===== config.mk =====
export PLATFORM = sky130hd
export DESIGN_NAME = taylor_frame_ctrl
export DESIGN_NICKNAME = d
export VERILOG_FILES = /design/src/rtl/taylor_io_pkg.sv /design/src/rtl/onehot_idx.sv /design/src/rtl/taylor_frame_ctrl.sv
export SDC_FILE = /design/constraint.sdc
export NUM_CORES = 1
export LEC_CHECK = 0
export CAP_MARGIN = 20
export CORE_UTILIZATION = 60
export DETAILED_ROUTE_END_ITERATION = 8
export PLACE_DENSITY = 0.89
export SETUP_SLACK_MARGIN = 0.05
export SLEW_MARGIN = 20
export SYNTH_ARGS = -nofsm -noshare
export SYNTH_HDL_FRONTEND = slang
export SYNTH_SLANG_ARGS = --single-unit

===== constraint.sdc =====
create_clock -name clk -period 3.8 [get_ports clk]
set_input_delay 0.76 -clock clk [delete_from_list [all_inputs] [get_ports clk]]
set_output_delay 0.76 -clock clk [all_outputs]
set_load 0.01 [all_outputs]

===== src/rtl/taylor_io_pkg.sv =====
// Shared state encoding, default widths and port-walk helper for the
// taylor frame sequencer.
package taylor_io_pkg;

  typedef enum logic [1:0] {
    LOAD  = 2'd0,
    RUN   = 2'd1,
    DRAIN = 2'd2
  } state_t;

  localparam int NBIN_DEF  = 19;
  localparam int NBOUT_DEF = 28;

  // Lowest index >= start (and < n) whose mask bit is set; returns n when none remains.
  function automatic int next_masked(input logic [31:0] mask, input int start, input int n);
    int r;
    r = n;
    for (int i = 31; i >= 0; i--) begin
      if (i >= start && i < n && mask[i]) r = i;
    end
    return r;
  endfunction

endpackage


===== src/rtl/onehot_idx.sv =====
// Priority encoder for a nominally one-hot strobe vector: lowest set index,
// any-bit-set flag and a multi-hot flag.
module onehot_idx #(
  parameter int  N = 4,
  localparam int W = (N > 1) ? $clog2(N) : 1
) (
  input  logic [N-1:0] i_vec,
  output logic [W-1:0] o_idx,
  output logic         o_any,
  output logic         o_multi
);

  always_comb begin
    o_idx = '0;
    for (int i = N - 1; i >= 0; i--) begin
      if (i_vec[i]) o_idx = W'(i);
    end
  end

  assign o_any   = |i_vec;
  assign o_multi = |(i_vec & (i_vec - N'(1)));

endmodule


===== src/rtl/taylor_frame_ctrl.sv =====
// Frame sequencer around one proc_fl instance: load inputs, run the processor,
// drain captured results, with a RUN watchdog and sticky protocol-error flags.
//   state | meaning
//   LOAD  | accept NUIOIN upstream samples into holding regs
//   RUN   | processor released; serve req_in reads, capture out_en writes
//   DRAIN | emit masked results downstream in ascending port order
module taylor_frame_ctrl
  import taylor_io_pkg::*;
#(
  parameter int                NBIN     = NBIN_DEF,
  parameter int                NBOUT    = NBOUT_DEF,
  parameter int                NUIOIN   = 4,
  parameter int                NUIOOU   = 4,
  parameter logic [NUIOOU-1:0] OUT_MASK = {NUIOOU{1'b1}},
  parameter int                TMO      = 65535,
  localparam int               IW       = (NUIOIN > 1) ? $clog2(NUIOIN) : 1,
  localparam int               PW       = (NUIOOU > 1) ? $clog2(NUIOOU) : 1,
  localparam int               TW       = $clog2(TMO + 1)
) (
  input  logic              clk,
  input  logic              rst,
  input  logic              s_valid,
  input  logic [NBIN-1:0]   s_data,
  output logic              s_ready,
  input  logic [NUIOIN-1:0] req_in,
  output logic [NBIN-1:0]   io_in,
  input  logic [NUIOOU-1:0] out_en,
  input  logic [NBOUT-1:0]  io_out,
  output logic              proc_run,
  output logic              m_valid,
  output logic [NBOUT-1:0]  m_data,
  output logic [PW-1:0]     m_port,
  input  logic              m_ready,
  output logic [15:0]       frame_cnt,
  output logic              err_tmo,
  output logic              err_proto,
  input  logic              err_clr
);

  localparam int FIRST_PORT = next_masked(32'(OUT_MASK), 0, NUIOOU);

  state_t            r_state;
  logic [IW-1:0]     r_wcnt;
  logic [NBIN-1:0]   r_inreg  [NUIOIN];
  logic [NBOUT-1:0]  r_outreg [NUIOOU];
  logic [NUIOOU-1:0] r_got;
  logic [TW-1:0]     r_tmo_cnt;
  logic [PW-1:0]     r_rcnt;
  logic              r_proc_run;
  logic              r_m_valid;
  logic              r_err_tmo;
  logic              r_err_proto;
  logic [15:0]       r_frame_cnt;

  logic [IW-1:0]     w_req_idx;
  logic              w_req_any;
  logic              w_req_multi;
  logic [PW-1:0]     w_oe_idx;
  logic              w_oe_any;
  logic              w_oe_multi;
  logic              w_cap;
  logic              w_done;
  logic              w_tmo;
  logic              w_proto_evt;
  logic [NUIOOU-1:0] w_new;
  int                w_nxt;

  onehot_idx #(.N(NUIOIN)) u_req_idx (
    .i_vec   (req_in),
    .o_idx   (w_req_idx),
    .o_any   (w_req_any),
    .o_multi (w_req_multi)
  );

  onehot_idx #(.N(NUIOOU)) u_oe_idx (
    .i_vec   (out_en),
    .o_idx   (w_oe_idx),
    .o_any   (w_oe_any),
    .o_multi (w_oe_multi)
  );

  // The strobe that lands this cycle counts toward completion, so done is not delayed a cycle.
  assign w_cap       = (r_state == RUN) && w_oe_any && OUT_MASK[w_oe_idx];
  assign w_new       = w_cap ? (NUIOOU'(1) << w_oe_idx) : '0;
  assign w_done      = (r_state == RUN) && (((r_got | w_new) & OUT_MASK) == OUT_MASK);
  assign w_tmo       = (r_state == RUN) && !w_done && (r_tmo_cnt == TW'(TMO));
  assign w_nxt       = next_masked(32'(OUT_MASK), int'(r_rcnt) + 1, NUIOOU);
  assign w_proto_evt = w_req_multi || w_oe_multi || ((r_state != RUN) && (w_req_any || w_oe_any));

  assign s_ready   = (r_state == LOAD);
  assign io_in     = w_req_any ? r_inreg[w_req_idx] : '0;
  assign proc_run  = r_proc_run;
  assign m_valid   = r_m_valid;
  assign m_data    = r_outreg[r_rcnt];
  assign m_port    = r_rcnt;
  assign frame_cnt = r_frame_cnt;
  assign err_tmo   = r_err_tmo;
  assign err_proto = r_err_proto;

  always_ff @(posedge clk or negedge rst) begin
    if (!rst) begin
      r_state     <= LOAD;
      r_wcnt      <= '0;
      r_got       <= '0;
      r_tmo_cnt   <= '0;
      r_rcnt      <= '0;
      r_proc_run  <= 1'b0;
      r_m_valid   <= 1'b0;
      r_err_tmo   <= 1'b0;
      r_err_proto <= 1'b0;
      r_frame_cnt <= '0;
      for (int i = 0; i < NUIOIN; i++) r_inreg[i] <= '0;
      for (int i = 0; i < NUIOOU; i++) r_outreg[i] <= '0;
    end else begin
      if (w_proto_evt)  r_err_proto <= 1'b1;
      else if (err_clr) r_err_proto <= 1'b0;
      if (w_tmo)        r_err_tmo <= 1'b1;
      else if (err_clr) r_err_tmo <= 1'b0;

      case (r_state)
        LOAD: begin
          if (s_valid) begin
            r_inreg[r_wcnt] <= s_data;
            if (r_wcnt == IW'(NUIOIN - 1)) begin
              r_wcnt     <= '0;
              r_state    <= RUN;
              r_proc_run <= 1'b1;
              r_tmo_cnt  <= '0;
              r_got      <= '0;
            end else begin
              r_wcnt <= r_wcnt + 1'b1;
            end
          end
        end
        RUN: begin
          if (w_cap) begin
            r_outreg[w_oe_idx] <= io_out;
            r_got              <= r_got | w_new;
          end
          if (w_done) begin
            r_state    <= DRAIN;
            r_proc_run <= 1'b0;
            r_m_valid  <= 1'b1;
            r_rcnt     <= PW'(FIRST_PORT);
          end else if (w_tmo) begin
            r_state    <= LOAD;
            r_proc_run <= 1'b0;
          end else begin
            r_tmo_cnt <= r_tmo_cnt + 1'b1;
          end
        end
        DRAIN: begin
          if (m_ready) begin
            if (w_nxt >= NUIOOU) begin
              r_state     <= LOAD;
              r_m_valid   <= 1'b0;
              r_frame_cnt <= r_frame_cnt + 1'b1;
            end else begin
              r_rcnt <= PW'(w_nxt);
            end
          end
        end
        default: r_state <= LOAD;
      endcase
    end
  end

endmodule


==> metrics.cfg, run 1 <==
[power_and_ir_drop]
ir_worst_vdd_mv = 0.5634
power.switching_w = 0.003244
internal_power_w = 0.007647
seqPwrFrac = 0.395
power.density_nw_per_um2 = 828.3
p_clk_frac = 0.234
p_leak_nw = 5.668
power_frac_comb = 0.371
p_sw_frac = 0.2979

[place]
gp_congestion = 0.7773
dp_hpwl_mm = 14.07
pre_cts_slack_ns = 0.09004
port_buffers = 129
dpl-instance-area_um2 = 12210

[route]
drt_iter0_markers = 411
drtAntennaViolNets = 0
wl_per_cell_um = 20.79
first_pass_iters = 4
m1WireLength_mm = 9.755
viasPerCell = 5.975
drc = 0
dr_wl_met3_mm = 1.536
dr.max_layer_used = met4
num_vias = 6823
wl_mm = 23.74
wl_met2_mm = 11.85

[finish]
area_delta_synth_final_pct = 23.74
nets = 969
num_antenna_cells = 0
final_util = 0.7602
final_cell_area_um2 = 13150
final_common_cell = dfrtp_1
final_cell_mix = dfrtp_1, mux2_2, clkdlybuf4s50_1
drive_above_1_share = 0.3173

[setup_path]
crit_family = buffers and inverters
worst-setup-path-type = in -> out
slowest_delay_ns = 0.53
critPathBufInv = 3
cp-end-kind = output port
cp_slowest_cell = mux4_2
path_cells = clkdlybuf4s50_1 -> nor2_2 -> o21a_4 -> buf_12 -> mux4_2 -> nor2b_1 -> clkdlybuf4s50_1
critical_path.most_common_cell = clkdlybuf4s50_1
cp_data_required_time_ns = 3.04
crit_path_max_fanout = 5
cp_data_arrival_time_ns = 2.93
worstSetupStartpointType = input pin

[synthesis]
synth.yosys.seq_area_share = 0.5510
ys_types = 51
synth_nets = 831
synth_warnings = 0
synthArstFlopShare = 1.000
ys_ff_latch = 234
synthFlopType = dfrtp_1
synth_edf_count = 0
syn_inst = 763
synthesis.area_um2 = 10630
avgSynthCellArea_um2 = 13.93

[cts]
cts_max_level = 1
cts_sinks = 234
clock_tree.root_cell = clkbuf_16
cts_buffers = 24
clkSlewWorstSetupHoldPaths_ns = 0.06
clock_path_buffers = 3
cts_tree = done
cts_setup_buffers = 0
worstSkewPairLatency_ns = 0.51

[floorplanning]
dieHeight_um = 135.1
rows = 48
dieWidth_um = 135.1
initial_core_util = 0.6144
die_area_um2 = 18250
io_pins = 130
core_area_um2 = 17300

[timing]
finalSetupViolations = 0
period_needed_ns = 3.692
rsz0062_at_grt = false
fmax_mhz = 270.8
slew_headroom = 0.5650
setup_tns_ns = 0
fin_ws_ns = 0.1078
slew_violations = 0
fin_crit_sh = 0.9716
tightest_slew_ns = 0.6525
finalHoldViolCount = 0
finClkSkew_ns = 0.005808

[global_route]
antenna_found_initial = 0
grt_start_max_net_pins = 85
grt_overflow_total = 0
grt_use_total = 0.2680
grt_pass1_wl_mm = 37.96
grt_pass1_vias = 7248

[flow_run]
cap_violations = 0

[status]
status = finished, final reports clean

[min_path]
min-delay-path-class = in -> async

[cell usage after synthesis, types with 10 or more instances]
cell     number  share of area
a21oi_1      13         0.0061
xnor2_1      11         0.0091
buf_2        21         0.0099
nand2_1      84          0.030
dfrtp_1     234           0.55
mux4_2       47           0.10
o21ai_0      10         0.0047
mux2_2      169           0.18
nand3_1      12         0.0057
nor2_1       19         0.0067
nor2b_1      13         0.0077
[repair_timing]
action                     4_1_cts  5_1_grt
gates resized for setup          0        3
cloned                           0        3
setup endpoints to repair        2       12
hold buffers                     0        0
[power by group through the flow]
stage | registers, W | logic, W | clock network (W)
floorplan | 0.00404 | 0.00259 | 0
global placement | 0.00419 | 0.00388 | 0
detailed placement | 0.00426 | 0.00399 | 0
CTS | 0.00428 | 0.00407 | 0.00258
global route | 0.00441 | 0.00433 | 0.00267
finish | 0.00430 | 0.00404 | 0.00255
[state kept, by name, summed over array words and instances (netlist names)]
register,cells
err_proto,1
r_wcnt,2
r_state,2
m_valid,1
proc_run,1
m_port,2
r_outreg,112
err_tmo,1
frame_cnt,16
r_inreg,76
r_tmo_cnt,16
r_got,4
[final timing paths]
check / from / end / slack (ns) / cells after the start
worst max-delay path: req_in[1] / io_in[17] / 0.11 / 7
worst min-delay path: rst / frame_cnt[12]$_DFFE_PN0P_ / 0.22 / 1
worst max register to register: m_port[1]$_DFFE_PN0P_ / frame_cnt[15]$_DFFE_PN0P_ / 1.40 / 7
worst min register to register: frame_cnt[15]$_DFFE_PN0P_ / frame_cnt[15]$_DFFE_PN0P_ / 0.48 / 1
max in group asynchronous: rst / r_outreg[97]$_DFFE_PN0P_ / 2.71 / 2
min in group clk: frame_cnt[15]$_DFFE_PN0P_ / frame_cnt[15]$_DFFE_PN0P_ / 0.48 / 1
[kinds of logic (layout without fill, tap and decap cells)]
group           Yosys count  count (layout)  synth area share
flops                   234             234            0.5510
compound gates           40              40           0.02414
simple gates            194             194           0.09408
buf+inv                  49             203           0.02367
fa+ha+maj                 8               8          0.009420
xor+xnor                 15              15           0.01236
mux                     223             223            0.2853
[layer usage]
layer / GRT usage / up-vias
met1: 0.3508 / 3539
met3: 0.06081 / 50
met4: 0.07179 / 0
li1: - / 3033
met2: 0.4527 / 201
met5: 0 / -
[layout make-up]
| type | instances | area, um^2 |
|---|---|---|
| Sequential cell | 234 | 5857 |
| Multi-Input combinational cell | 480 | 4536 |
| Fill cell | 1010 | 4148 |
| Timing Repair Buffer | 153 | 1578 |
| Clock buffer | 33 | 715.7 |
| Tap cell | 225 | 281.5 |
| Clock inverter | 9 | 151.4 |
| Inverter | 8 | 30.03 |
[metrics by stage]
stage	instances	power [W]	hold WS, ns
final	1142	0.01089	0.2199
after CTS	1139	0.01094	0.2630
after floorplan	763	0.006632	0.4405
after global placement	1097	0.008071	0.4564
after global routing	1142	0.01142	0.2700
after detailed placement	1097	0.008251	0.4678
No activity file was read; power rests on OpenSTA's default activity.
==> run 2: changes to the inputs <==
- CORE_ASPECT_RATIO: default -> 1.75
==> metrics.cfg, run 2 (synthesis results as in run 1) <==
[cts]
cts_setup_buffers = 0  ; unchanged
clock_path_buffers = 3  ; unchanged
cts_max_level = 1  ; unchanged
postCtsHoldBufs = 0  ; unchanged
cts_sinks = 234  ; unchanged
cts_tree = done
worstSkewPairLatency_ns = 0.49  ; -0.02 ns
clkSlewWorstSetupHoldPaths_ns = 0.06  ; about the same
cts_buffers = 21  ; -13%
clock_tree.root_cell = clkbuf_16

[route]
viasPerCell = 5.869  ; -1.8%
drt_iter0_markers = 324  ; -21%
drc = 0  ; unchanged
wl_per_cell_um = 20.00  ; -3.8%
first_pass_iters = 6  ; +2
num_vias = 6714  ; -1.6%
drtAntennaViolNets = 0  ; unchanged
wl_mm = 22.89  ; -3.6%

[setup_path]
cp_data_arrival_time_ns = 2.92  ; about the same
crit_path_max_fanout = 10  ; +5
cp_data_required_time_ns = 3.04  ; about the same
cp-end-kind = output port
worstSetupStartpointType = input pin
worst-setup-path-type = in -> out

[timing]
slew_violations = 0  ; unchanged
rsz0062_at_grt = false
fin_crit_sh = 0.9676  ; -0.004022
tightest_slew_ns = 0.8264  ; +0.1739 ns
finClkSkew_ns = 0.006041  ; +0.0002330 ns
period_needed_ns = 3.677  ; -0.01528 ns
finalHoldViolCount = 0  ; unchanged
slew_headroom = 0.4491  ; -0.1159
setup_tns_ns = 0  ; unchanged
finalSetupViolations = 0  ; unchanged
fmax_mhz = 272.0  ; +0.42%

[finish]
reg_top3 = r_outreg: 112 flops, r_inreg: 76 flops
num_antenna_cells = 0  ; unchanged
largest_register_ffs = 112  ; unchanged
fin_cells = 1144  ; +0.18%
final_cell_mix = dfrtp_1, mux2_2, clkdlybuf4s50_1
area_delta_synth_final_pct = 21.79
final_common_cell = dfrtp_1
top_register = r_outreg
drive_above_1_share = 0.3100  ; -0.007372
n_fill_cell = 1097  ; +8.6%
nets = 967  ; -0.21%

[power_and_ir_drop]
p_leak_nw = 5.569  ; -1.8%
ir_worst_vdd_mv = 0.6758  ; +20%
power.density_nw_per_um2 = 802.1  ; -3.2%

[floorplanning]
core_area_um2 = 17380  ; +0.46%
dieHeight_um = 178.1  ; +32%
die_area_um2 = 18270  ; +0.12%
dieWidth_um = 102.6  ; -24%
io_pins = 130  ; unchanged
rows = 64  ; +33%
initial_core_util = 0.6115  ; -0.002831

[global_route]
antenna_found_initial = 0  ; unchanged
grt_start_max_net_pins = 108  ; +27%
grt_pass1_vias = 7410  ; +2.2%
grt_use_total = 0.2660  ; -0.002039
grt_overflow_total = 0  ; unchanged
grt_pass1_wl_mm = 37.34  ; -1.6%

[place]
port_buffers = 129  ; unchanged
dp_cells = 1106  ; +0.82%
gp_congestion = 0.7822  ; +0.63%
dp_hpwl_mm = 15.09  ; +7.3%

[status]
status = finished, final reports clean

[flow_run]
cap_violations = 0  ; unchanged

[min_path]
min-delay-path-class = in -> async

run 2: cell types whose count changed in the layout (fill, tap and decap cells not counted), sizes merged:
cell,delta
bufinv,-2
clkinv,-1
buf,+2
clkbuf,-3
run 2: repair_timing:
| item | in CTS | in global routing |
|---|---|---|
| resized for setup | 0 | 2 |
| endpoints found under the hold margin | 0 | 0 |
| setup endpoints to repair | 0 | 19 |
run 2: final cells by class:
cell class	count	area, um^2	area share
clock buffer	31	603.1	0.04660
tap	231	289.0	0.02233
timing repair buffer	154	1551	0.1199
clock inverter	6	82.58	0.006381
sequential	234	5857	0.4525
multi-input combinational	480	4529	0.3500
inverter	8	30.03	0.002320
run 2: routing by layer:
metal	routed length (um)	track usage
met1	8537	0.3164
met2	12710	0.4814
met3	1091	0.04428
met4	544	0.08571
met5	0	0
run 2: worst paths after layout:
kind                       slack, ns               startpoint  cells past startpoint                  endpoint
hold / removal                  0.30                      rst                      1   r_inreg[47]$_DFFE_PN0P_
setup / recovery                0.12                req_in[3]                      6                  io_in[2]
max in group asynchronous       2.52                      rst                      2   r_inreg[41]$_DFFE_PN0P_
setup reg to reg                1.12   r_state[0]$_DFFE_PN0P_                      5  r_tmo_cnt[7]$_DFFE_PN0P_
min in group clk                0.48  r_inreg[15]$_DFFE_PN0P_                      2   r_inreg[15]$_DFFE_PN0P_
hold reg to reg                 0.48  r_inreg[15]$_DFFE_PN0P_                      2   r_inreg[15]$_DFFE_PN0P_
run 2: where the power goes:
part           internal, W  leakage [nW]  switching, W
Sequential         0.00361          2.89      0.000672
Combinational      0.00244          2.35       0.00153
Clock              0.00124         0.335      0.000885
run 2: through the flow:
step | hold slack, ns | worst slack (ns) | total power (W) | utilization | cell area [um^2]
floorplan | 0.4405 | 0.8792 | 0.006632 | - | 10630
global placement | 0.4542 | 0.1552 | 0.008091 | 0.7037 | 12230
detailed placement | 0.4618 | 0.09012 | 0.008290 | 0.7037 | 12230
CTS | 0.3505 | 0.08011 | 0.01047 | 0.7432 | 12910
global route | 0.3823 | 0.05308 | 0.01097 | 0.7448 | 12940
finish | 0.3033 | 0.1231 | 0.01038 | 0.7448 | 12940
run 2: critical path: stages:
cell	delay (ns)
clkdlybuf4s50_1	0.59
o21a_2	0.22
buf_12	0.17
mux4_2	0.51
and2b_1	0.19
clkdlybuf4s50_1	0.47
